===== src/rtl/rgmii_phy_speed_ctrl_pkg.sv =====
// Shared types and constants for the RGMII PHY speed controller:
// MDIO frame fields, status-register bit positions and the status decoder.
package rgmii_ctrl_pkg;

    typedef enum logic [2:0] {
        S_IDLE = 3'd0,
        S_PRE  = 3'd1,
        S_HDR  = 3'd2,
        S_TA   = 3'd3,
        S_DATA = 3'd4
    } mdio_state_t;

    typedef enum logic [1:0] {
        S_WAIT  = 2'd0,
        S_FRAME = 2'd1,
        S_EVAL  = 2'd2,
        S_HOLD  = 2'd3
    } ctrl_state_t;

    localparam logic [1:0] MDIO_START   = 2'b01;
    localparam logic [1:0] MDIO_OP_READ = 2'b10;
    localparam logic [1:0] SPEED_10     = 2'b00;
    localparam logic [1:0] SPEED_100    = 2'b01;

    localparam int LINK_BIT     = 10;
    localparam int RESOLVED_BIT = 11;
    localparam int SPEED_MSB    = 15;

    // Debounce candidate: link usable by the adapter plus the raw speed field.
    typedef struct packed {
        logic       ok;
        logic [1:0] spd;
    } status_t;

    localparam status_t RESET_CAND = '{ok: 1'b0, spd: SPEED_100};

    // 1000M and the reserved speed code cannot be carried by the adapter,
    // so they decode as link down.
    function automatic status_t decode_status(input logic [15:0] word);
        status_t st;
        st.spd = word[SPEED_MSB -: 2];
        st.ok  = word[LINK_BIT] & word[RESOLVED_BIT] &
                 ((st.spd == SPEED_10) | (st.spd == SPEED_100));
        return st;
    endfunction

endpackage


===== src/rtl/rgmii_phy_speed_ctrl_if.sv =====
// MDIO management bus between the speed controller (master) and the PHY pad (slave).
interface rgmii_phy_speed_ctrl_if;
    logic mdc;
    logic mdio_o;
    logic mdio_oe;
    logic mdio_i;

    modport master (output mdc, output mdio_o, output mdio_oe, input mdio_i);
    modport slave  (input mdc, input mdio_o, input mdio_oe, output mdio_i);
endinterface


===== src/rtl/rgmii_phy_speed_ctrl_mdio_read_engine.sv =====
// Clause-22 MDIO read engine: MDC divider, header shifter and bit-level FSM.
// A start pulse in S_IDLE launches one read; done pulses with data valid.
module mdio_read_engine
    import rgmii_ctrl_pkg::*;
#(
    parameter int unsigned CLK_DIV    = 10,
    parameter logic [4:0]  PHY_ADDR   = 5'd0,
    parameter logic [4:0]  STATUS_REG = 5'h11
) (
    input  logic                          clk,
    input  logic                          rst,
    rgmii_phy_speed_ctrl_if.master        mdio,
    input  logic                          start,
    output logic                          done,
    output logic [15:0]                   data
);

    localparam int unsigned      DIV_W    = $clog2(CLK_DIV);
    localparam logic [DIV_W-1:0] DIV_LAST = DIV_W'(CLK_DIV - 1);
    localparam logic [DIV_W-1:0] DIV_ONE  = DIV_W'(1);
    localparam logic [13:0]      HDR      = {MDIO_START, MDIO_OP_READ, PHY_ADDR, STATUS_REG};

    mdio_state_t      state_r, state_s;
    logic [DIV_W-1:0] div_r;
    logic [5:0]       bit_cnt_r;
    logic [13:0]      hdr_sr_r;
    logic [15:0]      rx_sr_r, data_r;
    logic             mdc_r, mdio_o_r, mdio_oe_r, done_r;
    logic             tick_s, fall_s, rise_s, last_bit_s;

    assign mdio.mdc     = mdc_r;
    assign mdio.mdio_o  = mdio_o_r;
    assign mdio.mdio_oe = mdio_oe_r;
    assign done         = done_r;
    assign data         = data_r;

    // MDC edge events and the last bit of the current frame phase.
    always_comb begin
        tick_s = (state_r != S_IDLE) && (div_r == DIV_LAST);
        fall_s = tick_s & mdc_r;
        rise_s = tick_s & ~mdc_r;
        case (state_r)
            S_PRE:   last_bit_s = (bit_cnt_r == 6'd31);
            S_HDR:   last_bit_s = (bit_cnt_r == 6'd13);
            S_TA:    last_bit_s = (bit_cnt_r == 6'd1);
            S_DATA:  last_bit_s = (bit_cnt_r == 6'd15);
            default: last_bit_s = 1'b0;
        endcase
    end

    // Bit FSM next state: phases advance on the fall event ending their last bit.
    always_comb begin
        state_s = state_r;
        case (state_r)
            S_IDLE: if (start) state_s = S_PRE; else state_s = S_IDLE;
            S_PRE:  if (fall_s && last_bit_s) state_s = S_HDR;  else state_s = S_PRE;
            S_HDR:  if (fall_s && last_bit_s) state_s = S_TA;   else state_s = S_HDR;
            S_TA:   if (fall_s && last_bit_s) state_s = S_DATA; else state_s = S_TA;
            S_DATA: if (fall_s && last_bit_s) state_s = S_IDLE; else state_s = S_DATA;
            default: state_s = S_IDLE;
        endcase
    end

    // Bit FSM state register.
    always_ff @(posedge clk or posedge rst) begin
        if (rst) state_r <= S_IDLE;
        else     state_r <= state_s;
    end

    // Divider, MDIO output bits (changed on fall events) and data capture (on rise events).
    always_ff @(posedge clk or posedge rst) begin
        if (rst) begin
            div_r     <= '0;
            bit_cnt_r <= 6'd0;
            hdr_sr_r  <= 14'd0;
            rx_sr_r   <= 16'd0;
            data_r    <= 16'd0;
            mdc_r     <= 1'b0;
            mdio_o_r  <= 1'b1;
            mdio_oe_r <= 1'b0;
            done_r    <= 1'b0;
        end else begin
            done_r <= 1'b0;
            case (state_r)
                S_IDLE: begin
                    div_r     <= '0;
                    mdc_r     <= 1'b0;
                    bit_cnt_r <= 6'd0;
                    if (start) begin
                        mdio_oe_r <= 1'b1;
                        mdio_o_r  <= 1'b1;
                        hdr_sr_r  <= HDR;
                    end
                end
                default: begin
                    if (tick_s) begin
                        div_r <= '0;
                        mdc_r <= ~mdc_r;
                    end else begin
                        div_r <= div_r + DIV_ONE;
                    end
                    if (rise_s && (state_r == S_DATA)) begin
                        rx_sr_r <= {rx_sr_r[14:0], mdio.mdio_i};
                    end
                    if (fall_s) begin
                        if (last_bit_s) bit_cnt_r <= 6'd0;
                        else            bit_cnt_r <= bit_cnt_r + 6'd1;
                        case (state_r)
                            S_PRE: begin
                                if (last_bit_s) mdio_o_r <= hdr_sr_r[13];
                            end
                            S_HDR: begin
                                if (last_bit_s) begin
                                    mdio_oe_r <= 1'b0;
                                    mdio_o_r  <= 1'b1;
                                end else begin
                                    hdr_sr_r <= {hdr_sr_r[12:0], 1'b0};
                                    mdio_o_r <= hdr_sr_r[12];
                                end
                            end
                            S_DATA: begin
                                if (last_bit_s) begin
                                    done_r <= 1'b1;
                                    data_r <= rx_sr_r;
                                end
                            end
                            default: ;
                        endcase
                    end
                end
            endcase
        end
    end

endmodule


===== src/rtl/rgmii_phy_speed_ctrl.sv =====
// Polls the PHY status register over MDIO, debounces link/speed across two
// polls and reconfigures the MII-to-RGMII adapter, holding it in reset
// for RESET_HOLD cycles on every accepted change.
module rgmii_phy_speed_ctrl
    import rgmii_ctrl_pkg::*;
#(
    parameter int unsigned CLK_DIV       = 10,
    parameter logic [4:0]  PHY_ADDR      = 5'd0,
    parameter logic [4:0]  STATUS_REG    = 5'h11,
    parameter int unsigned POLL_INTERVAL = 1000000,
    parameter int unsigned RESET_HOLD    = 64
) (
    input  logic                   clk,
    input  logic                   rst,
    rgmii_phy_speed_ctrl_if.master mdio,
    output logic                   eth_10mbps,
    output logic                   adapter_rst,
    output logic                   link_up,
    output logic [1:0]             speed,
    output logic                   poll_done
);

    localparam int unsigned      IVL_W     = $clog2(POLL_INTERVAL + 1);
    localparam logic [IVL_W-1:0] IVL_LAST  = IVL_W'(POLL_INTERVAL - 1);
    localparam logic [IVL_W-1:0] IVL_ONE   = IVL_W'(1);
    localparam int unsigned      HOLD_W    = $clog2(RESET_HOLD + 1);
    localparam logic [HOLD_W-1:0] HOLD_LAST = HOLD_W'(RESET_HOLD - 1);
    localparam logic [HOLD_W-1:0] HOLD_ONE  = HOLD_W'(1);

    ctrl_state_t       state_r, state_s;
    logic [IVL_W-1:0]  ivl_cnt_r;
    logic [HOLD_W-1:0] hold_cnt_r;
    status_t           cand_r, cand_s;
    logic              first_poll_r, first_hold_r;
    logic              eth_10mbps_r, adapter_rst_r, link_up_r, poll_done_r;
    logic [1:0]        speed_r;
    logic              start_s, eng_done_s, match_s, change_s, take_hold_s;
    logic [15:0]       eng_data_s;

    mdio_read_engine #(
        .CLK_DIV    (CLK_DIV),
        .PHY_ADDR   (PHY_ADDR),
        .STATUS_REG (STATUS_REG)
    ) u_engine (
        .clk   (clk),
        .rst   (rst),
        .mdio  (mdio),
        .start (start_s),
        .done  (eng_done_s),
        .data  (eng_data_s)
    );

    assign eth_10mbps  = eth_10mbps_r;
    assign adapter_rst = adapter_rst_r;
    assign link_up     = link_up_r;
    assign speed       = speed_r;
    assign poll_done   = poll_done_r;

    // Decode the captured status word and decide whether it is accepted and changes anything.
    always_comb begin
        cand_s      = decode_status(eng_data_s);
        match_s     = (cand_s == cand_r);
        change_s    = (cand_s.ok != link_up_r) | (cand_s.ok & (cand_s.spd != speed_r));
        take_hold_s = match_s & (change_s | first_hold_r);
    end

    // Poll sequencer next state and engine start.
    always_comb begin
        state_s = state_r;
        start_s = 1'b0;
        case (state_r)
            S_WAIT: begin
                if (first_poll_r || (ivl_cnt_r == IVL_LAST)) begin
                    start_s = 1'b1;
                    state_s = S_FRAME;
                end else begin
                    state_s = S_WAIT;
                end
            end
            S_FRAME: if (eng_done_s) state_s = S_EVAL; else state_s = S_FRAME;
            S_EVAL:  if (take_hold_s) state_s = S_HOLD; else state_s = S_WAIT;
            S_HOLD:  if (hold_cnt_r == HOLD_LAST) state_s = S_WAIT; else state_s = S_HOLD;
            default: state_s = S_WAIT;
        endcase
    end

    // Poll sequencer state register.
    always_ff @(posedge clk or posedge rst) begin
        if (rst) state_r <= S_WAIT;
        else     state_r <= state_s;
    end

    // Interval/hold timers, debounce history and the adapter-facing outputs.
    always_ff @(posedge clk or posedge rst) begin
        if (rst) begin
            ivl_cnt_r     <= '0;
            hold_cnt_r    <= '0;
            cand_r        <= RESET_CAND;
            first_poll_r  <= 1'b1;
            first_hold_r  <= 1'b1;
            eth_10mbps_r  <= 1'b0;
            adapter_rst_r <= 1'b1;
            link_up_r     <= 1'b0;
            speed_r       <= SPEED_100;
            poll_done_r   <= 1'b0;
        end else begin
            poll_done_r <= (state_r == S_FRAME) && eng_done_s;
            case (state_r)
                S_WAIT: begin
                    if (state_s == S_FRAME) begin
                        ivl_cnt_r    <= '0;
                        first_poll_r <= 1'b0;
                    end else begin
                        ivl_cnt_r <= ivl_cnt_r + IVL_ONE;
                    end
                end
                S_EVAL: begin
                    ivl_cnt_r <= '0;
                    cand_r    <= cand_s;
                    if (take_hold_s) begin
                        hold_cnt_r    <= '0;
                        adapter_rst_r <= 1'b1;
                        link_up_r     <= cand_s.ok;
                        if (cand_s.ok) begin
                            speed_r      <= cand_s.spd;
                            eth_10mbps_r <= (cand_s.spd == SPEED_10);
                        end
                    end
                end
                S_HOLD: begin
                    ivl_cnt_r <= '0;
                    if (hold_cnt_r == HOLD_LAST) begin
                        adapter_rst_r <= 1'b0;
                        first_hold_r  <= 1'b0;
                    end else begin
                        hold_cnt_r <= hold_cnt_r + HOLD_ONE;
                    end
                end
                default: ivl_cnt_r <= '0;
            endcase
        end
    end

endmodule


===== src/flat_wrapper.sv =====
// flat-port wrapper written by rule: the top's interface ports become plain ports
module rgmii_phy_speed_ctrl_flat import rgmii_ctrl_pkg::*;
#(
    parameter int unsigned CLK_DIV       = 10,
    parameter logic [4:0]  PHY_ADDR      = 5'd0,
    parameter logic [4:0]  STATUS_REG    = 5'h11,
    parameter int unsigned POLL_INTERVAL = 1000000,
    parameter int unsigned RESET_HOLD    = 64
)
  (clk, rst, eth_10mbps, adapter_rst, link_up, speed, poll_done, mdio_mdc, mdio_mdio_o, mdio_mdio_oe, mdio_mdio_i);
  rgmii_phy_speed_ctrl_if mdio_i ();
  input  logic clk;
  input  logic rst;
  output logic eth_10mbps;
  output logic adapter_rst;
  output logic link_up;
  output logic [1:0] speed;
  output logic poll_done;
  output wire logic [$bits(mdio_i.mdc)-1:0] mdio_mdc;
  output wire logic [$bits(mdio_i.mdio_o)-1:0] mdio_mdio_o;
  output wire logic [$bits(mdio_i.mdio_oe)-1:0] mdio_mdio_oe;
  input wire logic [$bits(mdio_i.mdio_i)-1:0] mdio_mdio_i;
  assign mdio_mdc = mdio_i.mdc;
  assign mdio_mdio_o = mdio_i.mdio_o;
  assign mdio_mdio_oe = mdio_i.mdio_oe;
  assign mdio_i.mdio_i = mdio_mdio_i;
  rgmii_phy_speed_ctrl #(.CLK_DIV(CLK_DIV), .PHY_ADDR(PHY_ADDR), .STATUS_REG(STATUS_REG), .POLL_INTERVAL(POLL_INTERVAL), .RESET_HOLD(RESET_HOLD)) u_core (.clk(clk), .rst(rst), .mdio(mdio_i), .eth_10mbps(eth_10mbps), .adapter_rst(adapter_rst), .link_up(link_up), .speed(speed), .poll_done(poll_done));
endmodule

===== config.mk =====
export PLATFORM = sky130hd
export DESIGN_NAME = rgmii_phy_speed_ctrl_flat
export DESIGN_NICKNAME = d
export VERILOG_FILES = /design/src/rtl/rgmii_phy_speed_ctrl_pkg.sv /design/src/rtl/rgmii_phy_speed_ctrl_if.sv /design/src/rtl/rgmii_phy_speed_ctrl_mdio_read_engine.sv /design/src/rtl/rgmii_phy_speed_ctrl.sv /design/src/flat_wrapper.sv
export SDC_FILE = /design/constraint.sdc
export NUM_CORES = 1
export LEC_CHECK = 0
export BUFFER_PORTS_ARGS = -buffer_cell sky130_fd_sc_hd__clkbuf_2
export CORE_UTILIZATION = 40
export CTS_BUF_LIST = sky130_fd_sc_hd__clkbuf_2 sky130_fd_sc_hd__clkbuf_4 sky130_fd_sc_hd__clkbuf_8
export DETAILED_ROUTE_END_ITERATION = 8
export PLACE_DENSITY = 0.6
export SYNTH_ARGS = -nofsm -noshare
export SYNTH_HDL_FRONTEND = slang
export SYNTH_SLANG_ARGS = --single-unit

===== constraint.sdc =====
create_clock -name clk -period 5.1 [get_ports clk]
set_input_delay 0.51 -clock clk [delete_from_list [all_inputs] [get_ports clk]]
set_output_delay 0.51 -clock clk [all_outputs]
set_load 0.01 [all_outputs]

# Yosys cells after proc, flatten, opt, wreduce, memory -nomap -nowiden
# Index checks and enable logic that the tools add are counted.
dict set report classes {
  add_sub_neg 4
  mul 0
  n_div 0
  order_cmp 0
  eq_ne 25
  n_shift 0
  n_mux 48
  bitwise_logic 11
  reduce_logical 26
}
# op count
set op_table {}
lappend op_table {{2-to-1 mux 14 bit} 5}
lappend op_table {{2-to-1 mux 20 bit} 2}
lappend op_table {{2-to-1 mux 1 bit} 22}
lappend op_table {{adder 20 x 1 -> 20 bit (second input constant)} 1}
lappend op_table {{== test 20 bit (second input constant)} 1}
lappend op_table {{2-to-1 mux 6 bit} 3}
lappend op_table {{AND reduction 4 bit} 4}
lappend op_table {{one-hot mux 3 bit (5 select lines)} 1}
lappend op_table {{2-to-1 mux 7 bit} 2}
lappend op_table {{one-hot mux 7 bit (2 select lines)} 1}
lappend op_table {{== test 6 x 4 -> 1 bit (second input constant)} 2}
lappend op_table {{nonzero test 2 bit} 5}
lappend op_table {{AND reduction 3 bit} 3}
lappend op_table {{2-to-1 mux 2 bit} 4}
lappend op_table {{2-to-1 mux 4 bit} 2}
lappend op_table {{!= test 2 x 1 -> 1 bit (second input constant)} 4}
lappend op_table {{one-hot mux 2 bit (4 select lines)} 1}
lappend op_table {{AND reduction 2 bit} 4}
lappend op_table {{adder 7 x 1 -> 7 bit (second input constant)} 1}
lappend op_table {{== test 7 x 6 -> 1 bit (second input constant)} 1}
lappend op_table {{adder 6 x 1 -> 6 bit (second input constant)} 1}
lappend op_table {{bitwise AND 1 bit} 6}
lappend op_table {{== test 2 x 1 -> 1 bit (second input constant)} 3}
lappend op_table {{== test 3 x 2 -> 1 bit (second input constant)} 2}
lappend op_table {{other kinds (22)} 33}
dict set report totals {
  ff_bits 103
  latchBits 0
  ram_bits 0
  rom_bits 0
  inputBits 3
  out_inout_bits 9
  memories 0
}

# Depth between registers and ports, before layout
dict set report depth {
  word_depth 12
  ltp_mapped 8
}

# By module
# A second synthesis with hierarchy kept.
dict set report hier_totals {
  hier_cells 440
  area_unflattened_um2 4874.7
}
# module n_inst cells_each area_per_inst_um2
set modules_own_cells {}
lappend modules_own_cells {mdio_read_engine 1 241 2911.5}
lappend modules_own_cells {rgmii_phy_speed_ctrl 1 199 1963.1}

# Worst setup path after synthesis
# Ideal clock, no wire load.
dict set report synth_timing {
  path_kind {register to register}
  from {register u_core.u_engine.state_r[1]}
  to {register u_core.u_engine.hdr_sr_r[11]}
  t_arrival_ps 1915
  required_time_ps 4973
  slack_ps 3057
  path_stages_with_launch 7
  path_buffers 1
  cell_sequence {dfrtp_1 > buf_2 > o211a_1 > a211oi_2 > nor3_2 > nor4_4 > mux2_1}
}
dict set report synth_via {
  elab_chain_len 5
}
# item line
set synth_rtl {}
lappend synth_rtl {{from (decl)} rgmii_phy_speed_ctrl_mdio_read_engine.sv:23} ;# mdio_state_t state_r, state_s;
lappend synth_rtl {{from (signal assigned)} rgmii_phy_speed_ctrl_mdio_read_engine.sv:67} ;# else state_r <= state_s;
lappend synth_rtl {{branches (longest 5 deep; another with one-hot mux 1 bit (4 select lines))} --}
lappend synth_rtl {{to (signal assigned)} rgmii_phy_speed_ctrl_mdio_read_engine.sv:117} ;# hdr_sr_r <= {hdr_sr_r[12:0], 1'b0};
lappend synth_rtl {{to (decl)} rgmii_phy_speed_ctrl_mdio_read_engine.sv:26} ;# logic [13:0] hdr_sr_r;
# Several ways; the timed one is not identified.
# A chain may end at the register's enable or synchronous reset.

# Worst setup path in the final report
dict set report layout_timing {
  from {register u_core.u_engine.state_r[2]}
  to {register u_core.u_engine.hdr_sr_r[12]}
}
# Same word-level chain as after synthesis.

==> flow_results.xml <==
<?xml version="1.0" encoding="UTF-8"?>
<metrics>
  <group name="status">
    <metric name="run_status" unit="">finished, final reports clean</metric>
  </group>
  <group name="grt">
    <metric name="grt_first_pass_wirelength" unit="mm">12.5</metric>
    <metric name="largest_net_degree_at_the_start_of_global_routing" unit="">78</metric>
    <metric name="vias_in_the_first_global_route" unit="">2638</metric>
    <metric name="gr-total-overflow" unit="">0</metric>
    <metric name="groute.usage.overall" unit="%">14.3</metric>
    <metric name="number_of_antenna_violations_at_the_first_check_in_global_routing" unit="">0</metric>
  </group>
  <group name="sta">
    <metric name="timing.slew.headroom" unit="%">31.7</metric>
    <metric name="post-route-min-period" unit="ps">2800</metric>
    <metric name="worst_margin_slew" unit="ps">1020</metric>
    <metric name="fin_worst_skew" unit="ps">14.0</metric>
    <metric name="maxSlewViolCount" unit="">0</metric>
    <metric name="finalSetupViolCount" unit="">0</metric>
    <metric name="grt_setup_unrepaired" unit="">no</metric>
    <metric name="tns" unit="ps">0</metric>
    <metric name="post-route-period-util" unit="%">54.9</metric>
    <metric name="max_frequency" unit="GHz">0.357</metric>
    <metric name="finalHoldViolCount" unit="">0</metric>
  </group>
  <group name="setup_path">
    <metric name="reg2reg_from" unit="">u_core.u_engine.state_r[2]</metric>
    <metric name="critical_path_class" unit="">flop to flop</metric>
    <metric name="slowest_stage" unit="">nor4_4</metric>
    <metric name="r2r_end" unit="">u_core.u_engine.hdr_sr_r[12]</metric>
    <metric name="worst-endpoint-required" unit="ps">5350</metric>
    <metric name="stage_delay_of_the_slowest_cell_on_the_critical_path" unit="ps">860</metric>
    <metric name="crit_chain" unit="">nor2b_1 -&gt; a221oi_2 -&gt; nor3_2 -&gt; nor4_4 -&gt; mux2_1</metric>
    <metric name="critical_path.max_fanout" unit="">14</metric>
    <metric name="crit_start" unit="">u_core.u_engine.state_r[2]</metric>
    <metric name="r2r_setup_slack" unit="ps">2300</metric>
    <metric name="startpoint_type" unit="">flop</metric>
    <metric name="cp_data_arrival_time" unit="ps">3050</metric>
    <metric name="worst_setup_end_kind" unit="">flop</metric>
    <metric name="worst_r2r_path_depth" unit="">5</metric>
  </group>
  <group name="power_and_ir_drop">
    <metric name="power_per_cell_area" unit="nW/µm²">271</metric>
    <metric name="irDropWorstVdd" unit="mV">0.159</metric>
    <metric name="switching_share" unit="%">22.6</metric>
    <metric name="power.leakage" unit="µW">0.00207</metric>
    <metric name="seqPwrFrac" unit="%">58.2</metric>
    <metric name="clockPowerShare" unit="%">40.5</metric>
    <metric name="p_total" unit="µW">1240</metric>
    <metric name="combinational_group_share_of_total_power" unit="%">1.2</metric>
    <metric name="p_int" unit="µW">959</metric>
    <metric name="total_switching_power" unit="µW">280</metric>
  </group>
  <group name="yosys">
    <metric name="syn_area" unit="µm²">4200</metric>
    <metric name="post_synth_num_cell_types" unit="">53</metric>
    <metric name="synthesized_net_count" unit="">393</metric>
    <metric name="synthTopCellsByCount" unit="">dfrtp_1, nor2_1, nand2_1, mux2_2, inv_1</metric>
    <metric name="syn-instance-count" unit="">385</metric>
    <metric name="ys_seq_area_share" unit="%">54.4</metric>
    <metric name="synth_area_per_cell" unit="µm²">10.9</metric>
    <metric name="synth_largest_area_cell" unit="">dfrtp_1</metric>
    <metric name="synthesis.yosys.warnings" unit="">0</metric>
    <metric name="synthDominantCellAreaShare" unit="%">50.7</metric>
    <metric name="postSynth.asyncResetShare" unit="%">100</metric>
    <metric name="ys_ff_latch" unit="">91</metric>
    <metric name="synth-edff-count" unit="">0</metric>
    <metric name="synth_flop_cell" unit="">dfrtp_1</metric>
    <metric name="yosys-top-cells-area" unit="">dfrtp_1, mux2_2, dfstp_2</metric>
    <metric name="synth_most_common_cell" unit="">dfrtp_1</metric>
  </group>
  <group name="layout">
    <metric name="nFillCells" unit="">951</metric>
    <metric name="num_antenna_cells" unit="">0</metric>
    <metric name="drive_gt1_share" unit="%">16.3</metric>
    <metric name="nNetsFinal" unit="">403</metric>
    <metric name="p_r_area_growth_vs_syn" unit="%">8.91</metric>
  </group>
  <group name="clocking">
    <metric name="cts.repair_timing.setup_buffer_count" unit="">0</metric>
    <metric name="cts_tree" unit="">yes</metric>
    <metric name="postCtsResizedCells" unit="">0</metric>
    <metric name="cts-buffers-inserted" unit="">9</metric>
    <metric name="htree_levels" unit="">3</metric>
    <metric name="cts.path.max_buffers" unit="">2</metric>
    <metric name="path_clk_slew" unit="ps">100</metric>
    <metric name="clock-sinks" unit="">91</metric>
    <metric name="clk-insertion-delay-late" unit="ps">370</metric>
    <metric name="clockRootBuffer" unit="">clkbuf_8</metric>
    <metric name="post_cts_hold_buffer_count" unit="">0</metric>
  </group>
  <group name="route">
    <metric name="post_detailed_route_drc_marker_count" unit="">0</metric>
    <metric name="drt_wl_total" unit="mm">6.95</metric>
    <metric name="detailroute.via_count" unit="">2665</metric>
    <metric name="drt-wirelength-per-cell" unit="µm">13.0</metric>
    <metric name="drtAntennaViolNets" unit="">0</metric>
    <metric name="via_per_inst" unit="">4.97</metric>
    <metric name="firstDrtPassIters" unit="">5</metric>
    <metric name="first_iter_violations" unit="">155</metric>
  </group>
  <group name="die">
    <metric name="core_region_area" unit="µm²">10200</metric>
    <metric name="num_rows" unit="">37</metric>
    <metric name="start_util" unit="%">41.0</metric>
    <metric name="fp.dieArea" unit="µm²">10900</metric>
    <metric name="die_y_extent" unit="µm">104</metric>
    <metric name="io_pins" unit="">12</metric>
    <metric name="die_w" unit="µm">104</metric>
  </group>
  <group name="hold_path">
    <metric name="hold_path.class" unit="">input port to async pin</metric>
  </group>
  <group name="flow_run">
    <metric name="drv.max_cap_violation_count" unit="">0</metric>
  </group>
  <group name="placement">
    <metric name="gp_congestion" unit="">0.802</metric>
    <metric name="dp.final_hpwl" unit="mm">4.57</metric>
    <metric name="port-buffer-count" unit="">11</metric>
  </group>
</metrics>
## stage by stage
| step | setup WS [ps] | hold WS, ps | area (µm²) | util (%) | cells |
|---|---|---|---|---|---|
| 2_1_floorplan | 2240 | 444 | 4200 | - | 385 |
| 3_3_place_gp | 2420 | 427 | 4370 | 42.7 | 520 |
| 3_5_place_dp | 2310 | 428 | 4370 | 42.7 | 520 |
| 4_1_cts | 2260 | 19.6 | 4570 | 44.7 | 536 |
| 5_1_grt | 2060 | 44.6 | 4570 | 44.7 | 536 |
| 6_report | 2300 | 23.8 | 4570 | 44.7 | 536 |
## cells in the final DEF (no fill, tap or decap), drive strengths merged, types with 5 or more instances in the layout
cell    instances
nor2b           6
inv            21
nor4            7
a21oi           5
nor2           40
dfstp           6
xnor2          16
xor2           15
mux2i          12
o21ai          11
and3            6
dfrtp          85
nand4           5
and4            5
mux2           24
clkbuf         21
nand2          39
nor3            8
ha              5
nand3          17
and2            5
## per-layer routing
layer  up-vias  GRT usage (%)  wire (µm)
li1       1347              -          -
met1      1276           19.4       3590
met2        29           21.6       3020
met3        13           2.32        140
met4         0           8.57        189
met5         -              0          0
## power groups by stage
stage	combinational [µW]	clock [µW]	sequential [µW]
6_report	15.1	502	722
5_1_grt	18.9	545	722
4_1_cts	16.6	520	722
3_5_place_dp	16.5	0	736
3_3_place_gp	16.4	0	736
2_1_floorplan	10.8	0	736
## final cells by class
cell class	instances	area [µm²]	share of cell area, %
clock buffers	10	131	2.87
clock inverters	6	71.3	1.56
well taps	136	170	3.72
repair buffers	12	62.6	1.37
flip-flops and latches	91	2280	50.0
multi-input cells	261	1770	38.8
inverters	20	76.3	1.67
## state kept, by name (all words and copies together) (netlist names)
signal / count
u_core.u_engine.bit_cnt_r: 6
u_core.state_r: 2
u_core.link_up: 1
u_core.cand_r: 3
u_core.u_engine.mdio.mdio_oe: 1
u_core.hold_cnt_r: 7
u_core.u_engine.hdr_sr_r: 14
u_core.eth_10mbps: 1
u_core.ivl_cnt_r: 20
u_core.u_engine.mdio.mdc: 1
u_core.u_engine.data: 4
u_core.poll_done: 1
u_core.u_engine.state_r: 3
u_core.u_engine.rx_sr_r: 16
u_core.u_engine.mdio.mdio_o: 1
u_core.speed: 2
u_core.first_poll_r: 1
u_core.first_hold_r: 1
u_core.u_engine.done: 1
u_core.adapter_rst: 1
u_core.u_engine.div_r: 4
## cells by family after synthesis
kind of cell    count (synthesis)  share of synthesized area [%]
compound gates                 35                           5.90
xor+xnor                       31                           6.47
fa+ha+maj                       5                           1.49
buf+inv                        33                           3.28
flops                          91                           54.4
mux                            36                           9.30
simple gates                  154                           19.1
## worst max path at each step
stage / depth (start not counted) / slack, ps / endpoint
final: 5 / 2300 / u_core.u_engine.hdr_sr_r[12]
after global routing: 5 / 2060 / u_core.u_engine.hdr_sr_r[12]
after CTS: 5 / 2260 / u_core.u_engine.hdr_sr_r[12]
after detailed placement: 5 / 2310 / u_core.u_engine.hdr_sr_r[12]
after global placement: 5 / 2420 / u_core.u_engine.hdr_sr_r[12]
after floorplan: 1 / 2240 / u_core.cand_r[1]
## critical path: cells and delay by family (launching register included)
kind,cells,cell delay [ps]
AO/OA/AOI/OAI,1,460
flip-flops,1,620
multiplexers,1,390
AND/OR/NAND/NOR,3,1210
Note: power is estimated with default switching activity, not from simulation.
